## src/rtl/vslc_scan_if.sv

```systemverilog
// Pin-level bundle between the vslc scan sequencer and its surroundings.
// master: the sequencer (drives pc/strobes/status); slave: pins and core.
`timescale 1ns/1ps
interface vslc_scan_if #(
  parameter int unsigned ADDR_W = 5
);
  logic              ena;
  logic              run;
  logic              step;
  logic              halt_req;
  logic              clr_fault;
  logic [ADDR_W-1:0] pc;
  logic              addr_strobe;
  logic              in_latch;
  logic              out_commit;
  logic              scan_cycle_clk;
  logic              busy;
  logic              overrun;

  modport master (
    input  ena, run, step, halt_req, clr_fault,
    output pc, addr_strobe, in_latch, out_commit, scan_cycle_clk, busy, overrun
  );

  modport slave (
    output ena, run, step, halt_req, clr_fault,
    input  pc, addr_strobe, in_latch, out_commit, scan_cycle_clk, busy, overrun
  );
endinterface

```

## src/rtl/vslc_scan_sequencer.sv

```systemverilog
// PLC scan-loop sequencer: latch inputs, step pc through the program, commit, pad to period.
// Define VSLC_OVERRUN_EN to build the sticky overrun flag and clr_fault.
`timescale 1ns/1ps
module vslc_scan_sequencer #(
  parameter int unsigned ADDR_W      = 5,
  parameter int unsigned PROG_LEN    = 32,
  parameter int unsigned PERIOD_W    = 16,
  parameter int unsigned SCAN_PERIOD = 1000
) (
  input  logic         clk,
  input  logic         rst_n,
  vslc_scan_if.master  bus
);

  localparam logic [ADDR_W-1:0]   PC_LAST = ADDR_W'(PROG_LEN - 1);
  localparam logic [PERIOD_W-1:0] T_LAST  = PERIOD_W'(SCAN_PERIOD - 1);
  localparam logic [PERIOD_W-1:0] T_MAX   = '1;

  typedef enum logic [2:0] {
    S_IDLE,
    S_LATCH,
    S_EXEC,
    S_COMMIT,
    S_WAIT
  } state_t;

  state_t              state;
  state_t              state_nxt;
  logic [ADDR_W-1:0]   pc_q;
  logic [ADDR_W-1:0]   pc_nxt;
  logic [PERIOD_W-1:0] timer;
  logic [PERIOD_W-1:0] timer_nxt;
  logic                sclk_q;
  logic                sclk_nxt;
  logic                in_latch_q;
  logic                addr_strobe_q;
  logic                out_commit_q;
  logic                busy_q;
  logic                late_c;

  assign late_c = (timer >= T_LAST);

  // State, counters and Moore outputs; everything freezes while ena is low.
  always_ff @(posedge clk or negedge rst_n) begin
    if (!rst_n) begin
      state         <= S_IDLE;
      pc_q          <= '0;
      timer         <= '0;
      sclk_q        <= 1'b0;
      in_latch_q    <= 1'b0;
      addr_strobe_q <= 1'b0;
      out_commit_q  <= 1'b0;
      busy_q        <= 1'b0;
    end else if (bus.ena) begin
      state         <= state_nxt;
      pc_q          <= pc_nxt;
      timer         <= timer_nxt;
      sclk_q        <= sclk_nxt;
      in_latch_q    <= (state_nxt == S_LATCH);
      addr_strobe_q <= (state_nxt == S_EXEC);
      out_commit_q  <= (state_nxt == S_COMMIT);
      busy_q        <= (state_nxt != S_IDLE);
    end
  end

  // Next-state and counter logic.
  always_comb begin
    state_nxt = state;
    pc_nxt    = pc_q;
    timer_nxt = timer;
    sclk_nxt  = sclk_q;

    if (timer != T_MAX) begin
      timer_nxt = timer + PERIOD_W'(1);
    end

    case (state)
      S_IDLE: begin
        timer_nxt = timer;
        if (bus.run || bus.step) begin
          state_nxt = S_LATCH;
        end
      end
      S_LATCH: begin
        state_nxt = S_EXEC;
      end
      S_EXEC: begin
        if ((pc_q == PC_LAST) || bus.halt_req) begin
          state_nxt = S_COMMIT;
        end else begin
          pc_nxt = pc_q + ADDR_W'(1);
        end
      end
      S_COMMIT: begin
        sclk_nxt = ~sclk_q;
        if (late_c) begin
          state_nxt = bus.run ? S_LATCH : S_IDLE;
        end else begin
          state_nxt = S_WAIT;
        end
      end
      S_WAIT: begin
        if (timer == T_LAST) begin
          state_nxt = bus.run ? S_LATCH : S_IDLE;
        end
      end
      default: begin
        state_nxt = S_IDLE;
      end
    endcase

    // Each scan restarts the program and the period timer.
    if (state_nxt == S_LATCH) begin
      pc_nxt    = '0;
      timer_nxt = '0;
    end
  end

`ifdef VSLC_OVERRUN_EN
  logic overrun_q;
  logic overdue_c;

  assign overdue_c = (timer > T_LAST);

  // Sticky late-scan flag; a new overrun beats a simultaneous clear.
  always_ff @(posedge clk or negedge rst_n) begin
    if (!rst_n) begin
      overrun_q <= 1'b0;
    end else if (bus.ena) begin
      if ((state == S_COMMIT) && overdue_c) begin
        overrun_q <= 1'b1;
      end else if (bus.clr_fault) begin
        overrun_q <= 1'b0;
      end
    end
  end

  assign bus.overrun = overrun_q;
`else
  logic unused_clr_fault;
  assign unused_clr_fault = bus.clr_fault;
  assign bus.overrun      = 1'b0;
`endif

  assign bus.pc             = pc_q;
  assign bus.addr_strobe    = addr_strobe_q;
  assign bus.in_latch       = in_latch_q;
  assign bus.out_commit     = out_commit_q;
  assign bus.scan_cycle_clk = sclk_q;
  assign bus.busy           = busy_q;

endmodule

```

## src/flat_wrapper.sv

```systemverilog
// flat-port wrapper written by rule: the top's interface ports become plain ports
module vslc_scan_sequencer_flat 
#(
  parameter int unsigned ADDR_W      = 5,
  parameter int unsigned PROG_LEN    = 32,
  parameter int unsigned PERIOD_W    = 16,
  parameter int unsigned SCAN_PERIOD = 1000
)
  (clk, rst_n, bus_ena, bus_run, bus_step, bus_halt_req, bus_clr_fault, bus_pc, bus_addr_strobe, bus_in_latch, bus_out_commit, bus_scan_cycle_clk, bus_busy, bus_overrun);
  vslc_scan_if #(.ADDR_W(ADDR_W)) bus_i ();
  input  logic clk;
  input  logic rst_n;
  input wire logic [$bits(bus_i.ena)-1:0] bus_ena;
  input wire logic [$bits(bus_i.run)-1:0] bus_run;
  input wire logic [$bits(bus_i.step)-1:0] bus_step;
  input wire logic [$bits(bus_i.halt_req)-1:0] bus_halt_req;
  input wire logic [$bits(bus_i.clr_fault)-1:0] bus_clr_fault;
  output wire logic [$bits(bus_i.pc)-1:0] bus_pc;
  output wire logic [$bits(bus_i.addr_strobe)-1:0] bus_addr_strobe;
  output wire logic [$bits(bus_i.in_latch)-1:0] bus_in_latch;
  output wire logic [$bits(bus_i.out_commit)-1:0] bus_out_commit;
  output wire logic [$bits(bus_i.scan_cycle_clk)-1:0] bus_scan_cycle_clk;
  output wire logic [$bits(bus_i.busy)-1:0] bus_busy;
  output wire logic [$bits(bus_i.overrun)-1:0] bus_overrun;
  assign bus_i.ena = bus_ena;
  assign bus_i.run = bus_run;
  assign bus_i.step = bus_step;
  assign bus_i.halt_req = bus_halt_req;
  assign bus_i.clr_fault = bus_clr_fault;
  assign bus_pc = bus_i.pc;
  assign bus_addr_strobe = bus_i.addr_strobe;
  assign bus_in_latch = bus_i.in_latch;
  assign bus_out_commit = bus_i.out_commit;
  assign bus_scan_cycle_clk = bus_i.scan_cycle_clk;
  assign bus_busy = bus_i.busy;
  assign bus_overrun = bus_i.overrun;
  vslc_scan_sequencer #(.ADDR_W(ADDR_W), .PROG_LEN(PROG_LEN), .PERIOD_W(PERIOD_W), .SCAN_PERIOD(SCAN_PERIOD)) u_core (.clk(clk), .rst_n(rst_n), .bus(bus_i));
endmodule
```

## config.mk

```make
export PLATFORM = sky130hd
export DESIGN_NAME = vslc_scan_sequencer_flat
export DESIGN_NICKNAME = d
export VERILOG_FILES = /design/src/rtl/vslc_scan_if.sv /design/src/rtl/vslc_scan_sequencer.sv /design/src/flat_wrapper.sv
export SDC_FILE = /design/constraint.sdc
export NUM_CORES = 1
export LEC_CHECK = 0
export ABC_AREA = 0
export CELL_PAD_IN_SITES_DETAIL_PLACEMENT = 1
export CELL_PAD_IN_SITES_GLOBAL_PLACEMENT = 1
export CORE_ASPECT_RATIO = 1.2
export CORE_UTILIZATION = 39
export DETAILED_ROUTE_END_ITERATION = 7
export MAX_ROUTING_LAYER = met4
export PLACE_DENSITY_LB_ADDON = 0.1
export SYNTH_ARGS = -nofsm -noshare
export SYNTH_HDL_FRONTEND = slang
export SYNTH_SLANG_ARGS = --single-unit
```

## constraint.sdc

```tcl
create_clock -name clk -period 2.09 [get_ports clk]
set_input_delay 0.418 -clock clk [delete_from_list [all_inputs] [get_ports clk]]
set_output_delay 0.418 -clock clk [all_outputs]
set_load 0.03 [all_outputs]
```

==> reports/qor.yml <==
status: "finished, violations left"
violations: "negative setup slack"
syn_inst: 193
cap_violations: 0
avgSynthCellArea_um2: 9.08
use_met3_pct: 3.59
endpoint_kind: "register"
dpl_cell_area_um2: 2220
grt_pass1_wl_um: 8750
synthFlopType: "dfrtp_1"
cts_sinks: 29
cts_max_level: 2
fin_crit_sh_pct: 101
cp-startpoint: "u_core.timer[1]$_DFFE_PN0P_"
post-route-cell-area_um2: 2570
worstPathMaxFanout: 7
r2r-start: "u_core.timer[1]$_DFFE_PN0P_"
setup_ws_ns: -0.0248
setup_viol: 4
num_rows: 26
drtPass1Iterations: 5
synth_common_cells: "dfrtp_1 (29), nand2_1 (20), nor2_1 (18)"
io_pins: 18
globalplace.congestion: 0.843
grt_busiest_layer: "met2"
arrival_ns: 2.30
use_met1_pct: 26.1
synth-edff-count: 0
n_antenna_cell: 0
synth_most_common_cell: "dfrtp_1"
ys_top_cells_by_area: "dfrtp_1 (41%), a31oi_1 (4.6%), nand2_1 (4.3%)"
overflow: 0
ys_async_sr_fraction_pct: 100
drtAntennaViolNets: 0
start_util_pct: 40.8
max_slew_margin_pct: 65.1
path_class: "register to register"
antenna_found_initial: 0
whs_ns: 0.472
maxSlewViolCount: 0
fin_skew_ns: 0.00857
die_area_um2: 4760
grt_pass1_vias: 1885
finalWirelength_um: 5900
viasPerCell: 5.72
crit_required_ns: 2.27
hold_violations: 0
cts_buffers: 5
path_clk_slew_ns: 0.07
grt_max_degree: 30
drt_iter0_drc: 84
die_height_um: 75.4
io_buffers: 15
yosysUniqueCellTypes: 53
leakagePower_nw: 1.15
synth_area_leader_cell: "dfrtp_1"
die_w_um: 63.2
clk_latency_ns: 0.29
synth_nets: 203
syn-cell-area_um2: 1750
gr-usage-met2_pct: 47.6
min_period_ns: 2.11
worstMarginPinSlew_ns: 0.520
rsz0062_at_grt: "yes"
p_per_area_nw_per_um2: 1120
fmax_mhz: 473
start_kind: "register"
ctsHoldBuffers: 0
hp-class: "register to register"
cts_root_buf: "clkbuf_8"
max-clock-path-buffers: 2
core_area_um2: 4290
track_usage_pct: 24.9
tritoncts: "built"
place_hpwl_um: 3730
hold_start: "u_core.bus.scan_cycle_clk$_DFFE_PN0P_"
nets: 269
area_growth_pct: 46.9
vdd_drop_max_mv: 0.623
vias: 1806
ys_ff_latch: 29
yosysWarnings: 0
wl_per_cell_um: 18.7
drc: 0
yosysTopAreaCellShare_pct: 41.4
ys_seq_area_share_pct: 41.4
drive_gt1_share_pct: 37.3
## metrics by stage
step | instances | total power, mW | utilization [%] | TNS [ns] | worst slack [ns]
global route | 316 | 3.03 | 59.9 | -1.26 | -0.134
finish | 316 | 2.87 | 59.9 | -0.0366 | -0.0248
CTS | 310 | 2.73 | 56.3 | 0 | 0.00112
floorplan | 193 | 1.54 | - | 0 | 0.0419
global placement | 297 | 2.01 | 51.7 | -0.817 | -0.165
detailed placement | 297 | 2.08 | 51.7 | -1.94 | -0.203
## per-layer routing
metal | up-vias | wire, µm
met3 | 19 | 121
met2 | 34 | 3250
met1 | 908 | 2320
met5 | - | 0
met4 | 0 | 199
li1 | 845 | -
## path summary, 6_finish.rpt
path | endpoint | slack, ns | cells after the start
max | u_core.timer[6]$_DFFE_PN0P_ | -0.02 | 9
min | u_core.bus.scan_cycle_clk$_DFFE_PN0P_ | 0.47 | 1
max reg2reg | u_core.timer[6]$_DFFE_PN0P_ | -0.02 | 9
min reg2reg | u_core.bus.scan_cycle_clk$_DFFE_PN0P_ | 0.47 | 1
max in group asynchronous | u_core.bus.pc[0]$_DFFE_PN0P_ | 1.28 | 2
min in group asynchronous | u_core.timer[12]$_DFFE_PN0P_ | 0.53 | 2
## cell usage in the layout, fill, tap and decap left out, types with 6 or more instances in the layout
master           instances
a21oi_1                  7
a31oi_1                 13
buf_4                   52
buf_6                    6
clkbuf_8                 7
clkdlybuf4s50_1         15
dfrtp_1                 29
inv_1                    8
nand2_1                 19
nand3_1                  7
nor2_1                  16
nor3_1                   6
## registers in the layout, indices dropped and copies added (netlist names)
name and cells:
u_core.timer 16, u_core.bus.pc 5, u_core.state 3, u_core.bus.addr_strobe 1, u_core.bus.busy 1, u_core.bus.in_latch 1
u_core.bus.out_commit 1, u_core.bus.scan_cycle_clk 1
## area by class of cell
cell class	instances	area (µm²)
Sequential cell	29	726
Tap cell	56	70.1
Multi-Input combinational cell	141	1030
Inverter	9	33.8
Clock inverter	1	5.00
Clock buffer	7	96.3
Timing Repair Buffer	73	608
Fill cell	514	1720
## kinds of logic (layout without fill, tap and decap cells)
kind of cell    count (synthesis)  in the layout  synth area share, %
buf+inv                        23             90                 7.93
flops                          29             29                 41.4
mux                             4              4                 2.64
simple gates                   75             75                 22.5
compound gates                 55             55                 21.6
xor+xnor                        3              3                 1.50
other cells                     1              1                0.214
fa+ha+maj                       3              3                 2.14
## power breakdown
group	internal (mW)	switching, mW	leakage (nW)	total [mW]
registers	0.707	0.148	0.381	0.856
clock network	0.297	0.227	0.0542	0.524
logic	0.715	0.777	0.715	1.49
total	1.72	1.15	1.15	2.87
## worst max-delay path, cell delays in order (launching register included)
cell and delay, ns:
dfrtp_1 0.40, ha_4 0.17, nand2_4 0.07, a211o_1 0.31
a2111oi_4 0.38, buf_4 0.18, nor2_4 0.06, buf_6 0.14
a21oi_2 0.13, o21ba_4 0.17
## repair_timing
item | CTS | global route
gates cloned | 0 | 0
gates resized for setup | 12 | 25
buffers inserted | 5 | 6
setup endpoints to repair | 22 | 22
pin swaps | 5 | 17
hold endpoints to repair | 0 | 0
No activity file was read; power rests on OpenSTA's default activity.
